[config.mk]
export PLATFORM = sky130hd
export DESIGN_NAME = mem_port_arbiter
export DESIGN_NICKNAME = d
export VERILOG_FILES = /design/src/rtl/mem_port_arbiter.sv
export SDC_FILE = /design/constraint.sdc
export NUM_CORES = 1
export LEC_CHECK = 0
export CORE_ASPECT_RATIO = 0.9
export CORE_MARGIN = 4
export CORE_UTILIZATION = 41
export DETAILED_ROUTE_END_ITERATION = 10
export GPL_TIMING_DRIVEN = 0
export PLACE_DENSITY = 0.91
export SYNTH_ARGS = -nofsm -noshare
export SYNTH_HDL_FRONTEND = slang
export SYNTH_SLANG_ARGS = --single-unit
[constraint.sdc]
create_clock -name Clk -period 4.9 [get_ports Clk]
set_input_delay 0.735 -clock Clk [delete_from_list [all_inputs] [get_ports Clk]]
set_output_delay 0.735 -clock Clk [all_outputs]
set_load 0.005 [all_outputs]
[src/rtl/mem_port_arbiter.sv]
// mem_port_arbiter
//   Lets the instruction-fetch port (I) and the data-memory port (D) share one
//   single-port, fixed-latency memory. Only one access is in flight at a time.
//   When both ports request in the same cycle, the port that did not win the
//   previous grant wins this one. Each completed access is reported with a
//   one-cycle ack pulse, and read data is held in a per-port register.
//
//   Sequence per access: IDLE (arbitrate) -> ISSUE (MemEn strobe) ->
//   WAIT (MEM_LAT cycles) -> RESP (ack) -> IDLE.
//   Throughput is one access every MEM_LAT+3 cycles.
//
// Ports
//   Clk, Rst           clock (rising edge); asynchronous active-high reset
//   IReq/IAddr         fetch request, held until IAck
//   IAck/IRdata        fetch-done pulse; fetched word, held until the next I completion
//   DReq/DWe/DAddr/DWdata  data request (DWe=1 store, DWe=0 load), held until DAck
//   DAck/DRdata        data-done pulse; load word, held until the next D load
//   MemEn/MemWe        one-cycle access strobe; write enable qualified by MemEn
//   MemAddr/MemWdata   access address and write data, stable from ISSUE through RESP
//   MemRdata           read data, valid MEM_LAT cycles after MemEn
//   StallI/StallD      combinational holds for the hazard unit: Req & ~Ack
module mem_port_arbiter #(
  parameter int MEM_LAT = 2,   // legal range 1..15
  parameter int ADDR_W  = 32,
  parameter int DATA_W  = 32
) (
  input  logic              Clk,
  input  logic              Rst,
  input  logic              IReq,
  input  logic [ADDR_W-1:0] IAddr,
  output logic              IAck,
  output logic [DATA_W-1:0] IRdata,
  input  logic              DReq,
  input  logic              DWe,
  input  logic [ADDR_W-1:0] DAddr,
  input  logic [DATA_W-1:0] DWdata,
  output logic              DAck,
  output logic [DATA_W-1:0] DRdata,
  output logic              MemEn,
  output logic              MemWe,
  output logic [ADDR_W-1:0] MemAddr,
  output logic [DATA_W-1:0] MemWdata,
  input  logic [DATA_W-1:0] MemRdata,
  output logic              StallI,
  output logic              StallD
);

  typedef enum logic [1:0] {IDLE, ISSUE, WAIT, RESP} state_t;

  localparam logic       OWN_I = 1'b0;
  localparam logic       OWN_D = 1'b1;
  localparam logic [3:0] LAT   = 4'(MEM_LAT);

  state_t            state;
  state_t            state_nxt;
  logic              owner;
  logic              last_grant;
  logic              we_q;
  logic [3:0]        cnt;
  logic [ADDR_W-1:0] addr_q;
  logic [DATA_W-1:0] wdata_q;
  logic [DATA_W-1:0] irdata_q;
  logic [DATA_W-1:0] drdata_q;
  logic              any_req;
  logic              grant_d;
  logic              lat_done;

  // D wins when it is the only requester, or on a tie when I had the last grant.
  assign any_req  = IReq | DReq;
  assign grant_d  = DReq & (~IReq | (last_grant == OWN_I));
  assign lat_done = (cnt == LAT);

  assign MemAddr  = addr_q;
  assign MemWdata = wdata_q;
  assign IRdata   = irdata_q;
  assign DRdata   = drdata_q;

  // Stalls stay purely combinational so they follow the requests even in reset.
  assign StallI = IReq & ~IAck;
  assign StallD = DReq & ~DAck;

  always_ff @(posedge Clk or posedge Rst) begin
    if (Rst) begin
      state <= IDLE;
    end else begin
      state <= state_nxt;
    end
  end

  always_comb begin
    state_nxt = state;
    MemEn     = 1'b0;
    MemWe     = 1'b0;
    IAck      = 1'b0;
    DAck      = 1'b0;
    case (state)
      IDLE: begin
        if (any_req) state_nxt = ISSUE;
      end
      ISSUE: begin
        MemEn     = 1'b1;
        MemWe     = we_q;
        state_nxt = WAIT;
      end
      WAIT: begin
        if (lat_done) state_nxt = RESP;
      end
      RESP: begin
        // Requests are not looked at here; a re-request is arbitrated in IDLE.
        IAck      = (owner == OWN_I);
        DAck      = (owner == OWN_D);
        state_nxt = IDLE;
      end
      default: state_nxt = IDLE;
    endcase
  end

  always_ff @(posedge Clk or posedge Rst) begin
    if (Rst) begin
      owner      <= OWN_I;
      last_grant <= OWN_I;
      we_q       <= 1'b0;
      cnt        <= 4'd0;
      addr_q     <= '0;
      wdata_q    <= '0;
      irdata_q   <= '0;
      drdata_q   <= '0;
    end else begin
      case (state)
        IDLE: begin
          // Grant edge: everything the access needs is captured here, so later
          // changes on the request ports cannot disturb the access in flight.
          if (any_req) begin
            owner      <= grant_d;
            last_grant <= grant_d;
            addr_q     <= grant_d ? DAddr : IAddr;
            wdata_q    <= DWdata;
            we_q       <= grant_d & DWe;
          end
        end
        ISSUE: begin
          cnt <= 4'd1;
        end
        WAIT: begin
          cnt <= cnt + 4'd1;
          if (lat_done) begin
            if (owner == OWN_I) begin
              irdata_q <= MemRdata;
            end else if (!we_q) begin
              drdata_q <= MemRdata;
            end
          end
        end
        default: begin
        end
      endcase
    end
  end

endmodule
---- After elaboration in Yosys (flattened, before gate mapping) ----
Index checks and enable logic that the tools add are counted.
storage, ports and cells
  bits of input ports ..................... 133
  logic and storage cells ................. 41
  bits in registers ....................... 136
  output and inout port bits .............. 134
cells by class
  reductions and logical operators ........ 6
  mux-type cells .......................... 9
  equality and inequality tests ........... 6
  add/subtract/negate cells ............... 1
  bitwise gates (word level) .............. 11
operator list
  cell                   number
  $mux W32               1
  $pmux W2 S4            1
  $pmux W4 S2            1
  $not A1 Y1             5
  $add A4 B1 Y4 const B  1
  $and A1 B1 Y1          4
  $eq A2 B2 Y1 const B   2
  $eq A4 B2 Y1 const B   1
  $mux W1                4
  $mux W2                2
  $ne A2 B2 Y1 const B   2
  $reduce_and A2 Y1      2
  $reduce_and A4 Y1      1
  $reduce_and A3 Y1      1
  $eq A2 B1 Y1 const B   1
  $logic_not A2 Y1       1
  $or A1 B1 Y1           2
  $reduce_bool A2 Y1     1

---- Depth between registers and ports, before layout ----
Gate-level depths: netlist of run 1.
  depth after elaboration ................. 4
  depth in mapped cells ................... 7
  mapped depth without buffers ............ 5

---- Worst setup path before layout of run 1 ----
OpenSTA, ideal clock, no wires.
  path kind ............................... register -> register
  start ................................... register cnt[0]
  end ..................................... register drdata_q[0] (netlist: DRdata[0])
  period minus slack after synthesis ...... 1876 ps
  setup time .............................. 125 ps
  data arrival time ....................... 1751 ps
  cell stages (with the launch flop) ...... 8
  buffers on the path ..................... 2
  slack ................................... 3024 ps
  data required time ...................... 4775 ps
  path through ............................ dfrtp_1 inv_1 ha_1 or3b_4 nand4bb_1 buf_6 buf_12 mux2_4
on the way
  cells in the longest elaborated chain, start to end .. 2
ends and longest elaborated chain
  item                         line  source
  start: declaration           59    logic [3:0] cnt;
  start signal: assignment     145   cnt <= cnt + 4'd1;
  $eq A4 B2 Y1                 71    assign lat_done = (cnt == LAT);
  $reduce_and A4 Y1 (no line)  n/a
  end signal: assignment       150   drdata_q <= MemRdata;
  end: declaration             63    logic [DATA_W-1:0] drdata_q;
No other way between the ends.
A chain may end at the register's enable or synchronous reset.

---- Final worst setup path of run 1 ----
  start ................................... input IReq
  end ..................................... output StallI
on the way
  cells in the longest elaborated chain, start to end .. 1
ends and longest elaborated chain
  item                line  source
  start: declaration  29    input logic IReq,
  $and A1 B1 Y1       79    assign StallI = IReq & ~IAck;
  end: declaration    44    output logic StallI,
No other way between the ends.

==> run summary, run 1 <==
The aggregate negative setup slack came out at 0 ps. The total via count after detailed routing is 4199. The via count normalized by instance count is 4.88. The number of global-route vias before repair came out at 4701. Before antenna repair, the detailed router went through 4 iterations. In the routed design, unresolved DRC markers number 0. IR analysis of the VDD net gives a maximum drop of 0.000309 V. The hold violation total from the final report came out at 0.

The overall power after layout is 5.61 mW. The buffers inserted during post-CTS setup optimization is 0. The cts-stage hold buffer count is 0. The source of the critical timing path is IReq. The slack of the critical path is 2170 ps. The tree is rooted in a sky130_fd_sc_hd__clkbuf_16. The number of gates resized after cts is 0. The unique cell type count in the Yosys netlist came out at 31.

Counting every sink on the clock net gives 136. The worst-case reg-to-reg path depth is 7. The H-tree depth is 4.

The total global-route track usage is 0.201. The effective utilization at floorplan is 0.423. Power spread over the standard cell area amounts to 613 mW/mm^2. The flow ran to the end, and the final reports show no timing, DRC or antenna violations.

The worst slew margin relative to its limit came out at 0.482. After detailed placement, the total cell area comes to 0.00859 mm^2. The data arrival time of the worst path is 2000 ps. The number of violations reported at the end of detailed-routing iteration 0 came out at 119. The transition at the pin with the smallest max-transition slack came out at 771 ps.

Row generation in the floorplan step produced 40 rows. The most common cell after layout, fill and taps aside is sky130_fd_sc_hd__clkdlybuf4s50_1. The layout-stage area growth over the synthesis result came out at 60.9%.

The overall routed net length is 15.7 mm. The wire-length estimate of the detail-placed layout is 11.9 mm. The die outline height is 120 um. Once layout is done, the placed cells without fillers occupy 0.00915 mm^2. The maximum number of pins on one net before global-route repair is 73. Setup repair after global routing left no endpoint under its margin. The number of diodes came out at 0. A synthesized cell averages 14.4 um^2. The clock latency at the later pin of the worst-skew pair is 410 ps.

The number of buffers added by the clock tree synthesis step is 17. The number of fill cells is 883. The worst setup path is launched from an input pin.

For this run, the top clock speed supported by timing is 366 MHz. The standard cell core area is 0.0135 mm^2. Along the worst path, the maximum fanout reaches 5. The number of register bits inferred by synthesis came out at 136. Dividing the detail-routed wire length by the instance count gives 18.2 um. The clock transition time at the flip-flop clock pins of the worst setup and hold paths is 50 ps. The critical path in this run is classified as input pin to output port.

The routability congestion estimate from global placement is 0.739. Max-cap violations in this run came to 0. The die width is 132 um. The post-detailed-route count of antenna-violating nets came out at 0. Input and output buffers added on the ports amount to 266. The endpoint identified for the worst register-to-register timing path is MemAddr[11]. The top cell types in the final layout, fill and taps aside, are sky130_fd_sc_hd__clkdlybuf4s50_1 (266), sky130_fd_sc_hd__dfrtp_1 (136), sky130_fd_sc_hd__mux2_2 (63). After global routing the overflow that remains totals 0. The class of the most critical hold timing path is flip-flop to flip-flop. The fraction of the cycle the final worst path needs is 0.558. The area enclosed by the die boundary came out at 0.0158 mm^2. The number of nets in the layout is 820. The sequential area share after synthesis is 0.598. The analysis attributes to cell leakage a power of 4.08 nW. The number of top-level pins is 267. The cell area that synthesis handed to floorplanning was 0.00569 mm^2. The number of antenna violations at the first check in global routing is 0. When the netlist entered floorplanning its net count stood at 534. In the synthesized netlist, the number of instances is 394. The final clock skew is 11.3 ps. The first global-routing pass estimated 24.9 mm of wire. The fraction of final layout cells with drive strength greater than 1 came out at 0.205. The total setup violations reported at the end of the flow came out at 0.

STA classifies the critical path endpoint as an output port. The cell count after placement came out at 829. The TritonCTS clock tree is done. The final cell count without fillers came out at 860. The startpoint identified for the worst register-to-register timing path is state[0].

The maximum root-to-sink buffer count came out at 2. The pre-CTS setup slack came out at 1720 ps. The clock period minus worst slack is 2730 ps. The number of slew-limit violations in the final report came to 0. Setup slack on the worst reg-to-reg path comes out at 2520 ps. The most critical setup path has its endpoint at StallI.

Yosys printed 0 warnings. The critical path required time is 4160 ps.
## synth_stat cells (all sizes together)
library cell   number  area, um^2
dfrtp             136        3400
mux2               96        1190
nand2              35         131
o21ai              35         175
mux2i              34         340
buf                12         119
clkbuf              9        33.8
ha                  7        87.6
inv                 7        26.3
a21oi               3        15.0
nand3               3        15.0
nor2b               3        18.8
and2                2        12.5
nor3b               2        26.3
a21bo               1        10.0
a22o                1        10.0
a31oi               1        6.26
and3                1        6.26
clkdlybuf4s15       1        10.0
nand3b              1        7.51
nand4bb             1        11.3
o221ai              1        8.76
o32a                1        10.0
or3b                1        11.3
## sequential cells by signal, summed over array words and instances, names as in the netlist
register / flops
IRdata: 32
MemWdata: 32
DRdata: 32
last_grant: 1
MemAddr: 32
we_q: 1
cnt: 4
state: 2
## critical path: stages
cell                              delay [ps]
sky130_fd_sc_hd__clkdlybuf4s50_1         550
sky130_fd_sc_hd__nor2b_1                 180
sky130_fd_sc_hd__clkdlybuf4s50_1         520
## kinds of logic after synthesis
kind of cell    Yosys count  synth area share
fa+ha+maj                 7            0.0154
flops                   136             0.598
mux                     130             0.270
simple gates             49            0.0422
compound gates           43            0.0413
buf+inv                  29            0.0332
## metrics by stage
stage | hold WS [ps] | util
floorplan | 456 | -
CTS | 488 | 0.680
finish | 480 | 0.680
detailed placement | 470 | 0.638
global route | 505 | 0.680
global placement | 460 | 0.636
## layer usage
| metal | vias up | share of wire | GRT usage |
|---|---|---|---|
| met1 | 2025 | 0.39 | 0.220 |
| met3 | 30 | 0.088 | 0.0834 |
| met4 | 0 | 0.021 | 0.0766 |
| met2 | 192 | 0.50 | 0.349 |
| met5 | - | 0 | 0 |
| li1 | 1952 | - | - |
## power by group
group          internal (mW)  total (mW)  switching, mW
logic                   1.58        2.41          0.822
clock network          0.718        1.19          0.471
registers               1.69        2.02          0.327
total                   3.99        5.61           1.62
## worst min path at each step
stage | endpoint | slack [ps] | startpoint | cells past startpoint
2_1_floorplan | we_q | 460 | we_q | 2
3_3_place_gp | MemAddr[11] | 460 | MemAddr[11] | 2
3_5_place_dp | MemAddr[21] | 470 | MemAddr[21] | 2
4_1_cts | MemAddr[4] | 490 | MemAddr[4] | 2
5_1_grt | IRdata[19] | 510 | IRdata[19] | 1
6_report | MemAddr[8] | 480 | MemAddr[8] | 2
## layout make-up
class / instances / area (um^2) / area share
Clock buffer: 19 / 453 / 0.0495
Multi-Input combinational cell: 229 / 2100 / 0.229
Clock inverter: 12 / 104 / 0.0113
Inverter: 7 / 31.3 / 0.00342
Sequential cell: 136 / 3400 / 0.372
Timing Repair Buffer: 267 / 2690 / 0.294
Buffer: 22 / 163 / 0.0178
Tap cell: 168 / 210 / 0.0230
Power figures use the tool's default switching activity.
==> run 2, diff against run 1 <==
--- a/config.mk
+++ b/config.mk
@@ -7,10 +7,10 @@
 export LEC_CHECK = 0
 export CORE_ASPECT_RATIO = 0.9
 export CORE_MARGIN = 4
-export CORE_UTILIZATION = 41
+export CORE_UTILIZATION = 37
 export DETAILED_ROUTE_END_ITERATION = 10
 export GPL_TIMING_DRIVEN = 0
-export PLACE_DENSITY = 0.91
+export PLACE_DENSITY = 0.87
 export SYNTH_ARGS = -nofsm -noshare
 export SYNTH_HDL_FRONTEND = slang
 export SYNTH_SLANG_ARGS = --single-unit
==> constraint.sdc (replaced) <==
create_clock -name Clk -period 2.45 [get_ports Clk]
set_input_delay 0.3675 -clock Clk [delete_from_list [all_inputs] [get_ports Clk]]
set_output_delay 0.3675 -clock Clk [all_outputs]
set_load 0.005 [all_outputs]
==> run 2 against run 1 <==
Non-clock buffer count rose by 2. Critical path type is now flip-flop to flip-flop. Clock skew fell by 4.1 ps. Largest cell class unchanged. Utilization fell by 5.8 points. Highest routed layer is now met5. Worst hold slack got worse by 5.8 ps.
==> run summary, run 2 (synthesis results as in run 1) <==
The critical path class is flip-flop to flip-flop. The final clock skew is 7.23 ps (-4.07 ps). Setup repair after global routing left no endpoint under its margin.

The library cells used most frequently in the layout, excluding fill and tap cells, are sky130_fd_sc_hd__clkdlybuf4s50_1 (266), sky130_fd_sc_hd__dfrtp_1 (136), sky130_fd_sc_hd__mux2_2 (63). The clock root buffer is sky130_fd_sc_hd__clkbuf_16. The total setup violations reported at the end of the flow is 0 (unchanged). The number of buffers added by the clock tree synthesis step is 17 (unchanged).

TritonCTS built the clock tree. The transition at the pin with the smallest max-transition slack came out at 777 ps (+5.88 ps). The overall routed net length came out at 16.7 mm (+6.3%). The number of slew-limit violations in the final report is 0 (unchanged).

The via count normalized by instance count was 4.79 (-1.8%). The number of antenna violations at the first check in global routing is 1 (+1). The worst setup slack for register-to-register paths is 240 ps (-2280 ps). The total congestion overflow after global routing came to 0 (unchanged). The total via count after detailed routing is 4281 (+2.0%). The number of global-route vias before repair came out at 4914 (+4.5%). The clock period minus worst slack is 2210 ps. The clock latency at the later pin of the worst-skew pair came out at 410 ps (about the same). The worst slew margin relative to its limit came out at 0.481 (-0.00156). The standard cell core area is 0.0149 mm^2 (+10%). The largest fanout of any net on the critical path came to 10 (+5). The aggregate negative setup slack came to 0 ps (unchanged). The total global-route track usage is 0.195 (-0.00571). The data arrival time of the worst path is 2530 ps (+530 ps). The number of remaining DRC errors came out at 0 (unchanged).

The number of input and output port buffers inserted is 266 (unchanged). The number of nets in the layout was 822 (+0.24%). The most common cell after layout, fill and taps aside is sky130_fd_sc_hd__clkdlybuf4s50_1. The effective utilization at floorplan was 0.383 (-0.0400).

The switching fraction of total power is 0.290 (+0.00170). The net switching power is 3.30 mW (+100%). The placed wire-length estimate after detailed placement is 13.0 mm (+9.1%). The cts-stage hold buffer count came out at 0 (unchanged). The routed wirelength normalized by instance count is 18.7 um (+2.4%). The clock transition time at the flip-flop clock pins of the worst setup and hold paths came out at 60 ps (about the same). The combinational share of power is 0.426 (-0.003). The tightest min-delay check is of the input pin to async pin type. The die outline height came out at 126 um (+4.9%). The maximum VDD drop is 0.000691 V (+120%). The total number of clock tree sinks came out at 136 (unchanged).

The number of diodes is 0 (unchanged). The placement row count was 42 (+5.0%). The critical path required time came out at 2770 ps (-1390 ps). STA classifies the critical path endpoint as a flip-flop.

The reported max-cap violation count is 0 (unchanged). The number of top-level pins came out at 267 (unchanged). The flow ran to the end, and the final reports show no timing, DRC or antenna violations. The maximum number of pins on one net before global-route repair came out at 41 (-44%).

The H-tree depth came out at 4 (unchanged). The post-detailed-route count of antenna-violating nets is 0 (unchanged). The die width came out at 139 um (+4.9%). The cell internal power dissipation came out at 8.07 mW (+100%). The first-pass GRT wire length is 26.5 mm (+6.5%). The number of optimization iterations in the first detailed-route pass is 4 (unchanged). The number of violations reported at the end of detailed-routing iteration 0 is 134 (+13%). The hold violation total from the final report is 0 (unchanged). The routability congestion estimate from global placement is 0.846 (+14%). The area enclosed by the die boundary is 0.0174 mm^2 (+10%). The static leakage came to 4.10 nW (+0.58%). The fraction of power consumed by the clock network is 0.216 (+0.004).

The sequential share of power came to 0.358 (-0.002). The worst setup path is launched from a flip-flop. The worst-case reg-to-reg path depth came out at 7 (unchanged). The layout-stage area growth over the synthesis result is 62.5%. The maximum root-to-sink buffer count is 2 (unchanged). The fraction of final layout cells with drive strength greater than 1 is 0.207 (+0.00199). Dividing the final minimum period by the clock period gives 0.901. The power density over the cells is 1230 mW/mm^2 (+100%). The overall power after layout came out at 11.4 mW (+100%). The maximum frequency from static timing analysis is 453 MHz.
run 2: power groups by stage:
stage               combinational (mW)  clock, mW  sequential (mW)
finish                            4.85       2.46             4.07
global route                      5.22       2.63             4.20
CTS                               4.93       2.51             4.07
detailed placement                4.89          0             4.09
global placement                  4.73          0             3.98
floorplan                         1.78          0             4.07
run 2: timing repair:
| action | in CTS | in global routing |
|---|---|---|
| hold endpoints to repair | 0 | 0 |
| endpoints found under the setup margin | 0 | 10 |
| gates resized for setup | 0 | 2 |
| setup buffers | 0 | 0 |
run 2: routing by layer:
layer	up-vias	wire, um	global-route usage
li1	1953	-	-
met1	2081	6260	0.208
met2	214	8490	0.348
met3	31	1470	0.0732
met4	2	452	0.0829
met5	-	13	0
run 2: cell type report:
class / instances / area, um^2
inverter: 7 / 30.0
multi-input combinational: 229 / 2100
fill: 1100 / 5630
sequential: 136 / 3400
clock inverter: 9 / 90.1
buffer: 22 / 164
clock buffer: 23 / 488
timing repair buffer: 269 / 2720
tap: 198 / 248
run 2: worst max-delay path, stage by stage, from the launching register on:
cell                       delay, ps
sky130_fd_sc_hd__dfrtp_1         400
sky130_fd_sc_hd__inv_1           100
sky130_fd_sc_hd__ha_1            250
sky130_fd_sc_hd__o21ai_1         400
sky130_fd_sc_hd__buf_2           360
sky130_fd_sc_hd__clkbuf_1        410
sky130_fd_sc_hd__nand2_1         100
sky130_fd_sc_hd__o21ai_0          90
run 2: per-stage QoR:
stage	instance area (um^2)	hold WS (ps)	std cells	util	setup WS (ps)
finish	9240	474	893	0.621	242
detailed placement	8660	474	861	0.583	-372
global route	9240	502	893	0.621	17.4
global placement	8600	463	858	0.578	-741
floorplan	5690	456	394	-	389
CTS	9240	477	893	0.621	13.0
run 2: worst paths after layout:
kind / start / endpoint
worst max-delay path: state[0] / MemAddr[2]
worst min-delay path: Rst / IRdata[1]
worst max register to register: state[0] / MemAddr[2]
worst min register to register: MemAddr[13] / MemAddr[13]
max in group asynchronous: Rst / MemWdata[10]
min in group Clk: MemAddr[13] / MemAddr[13]
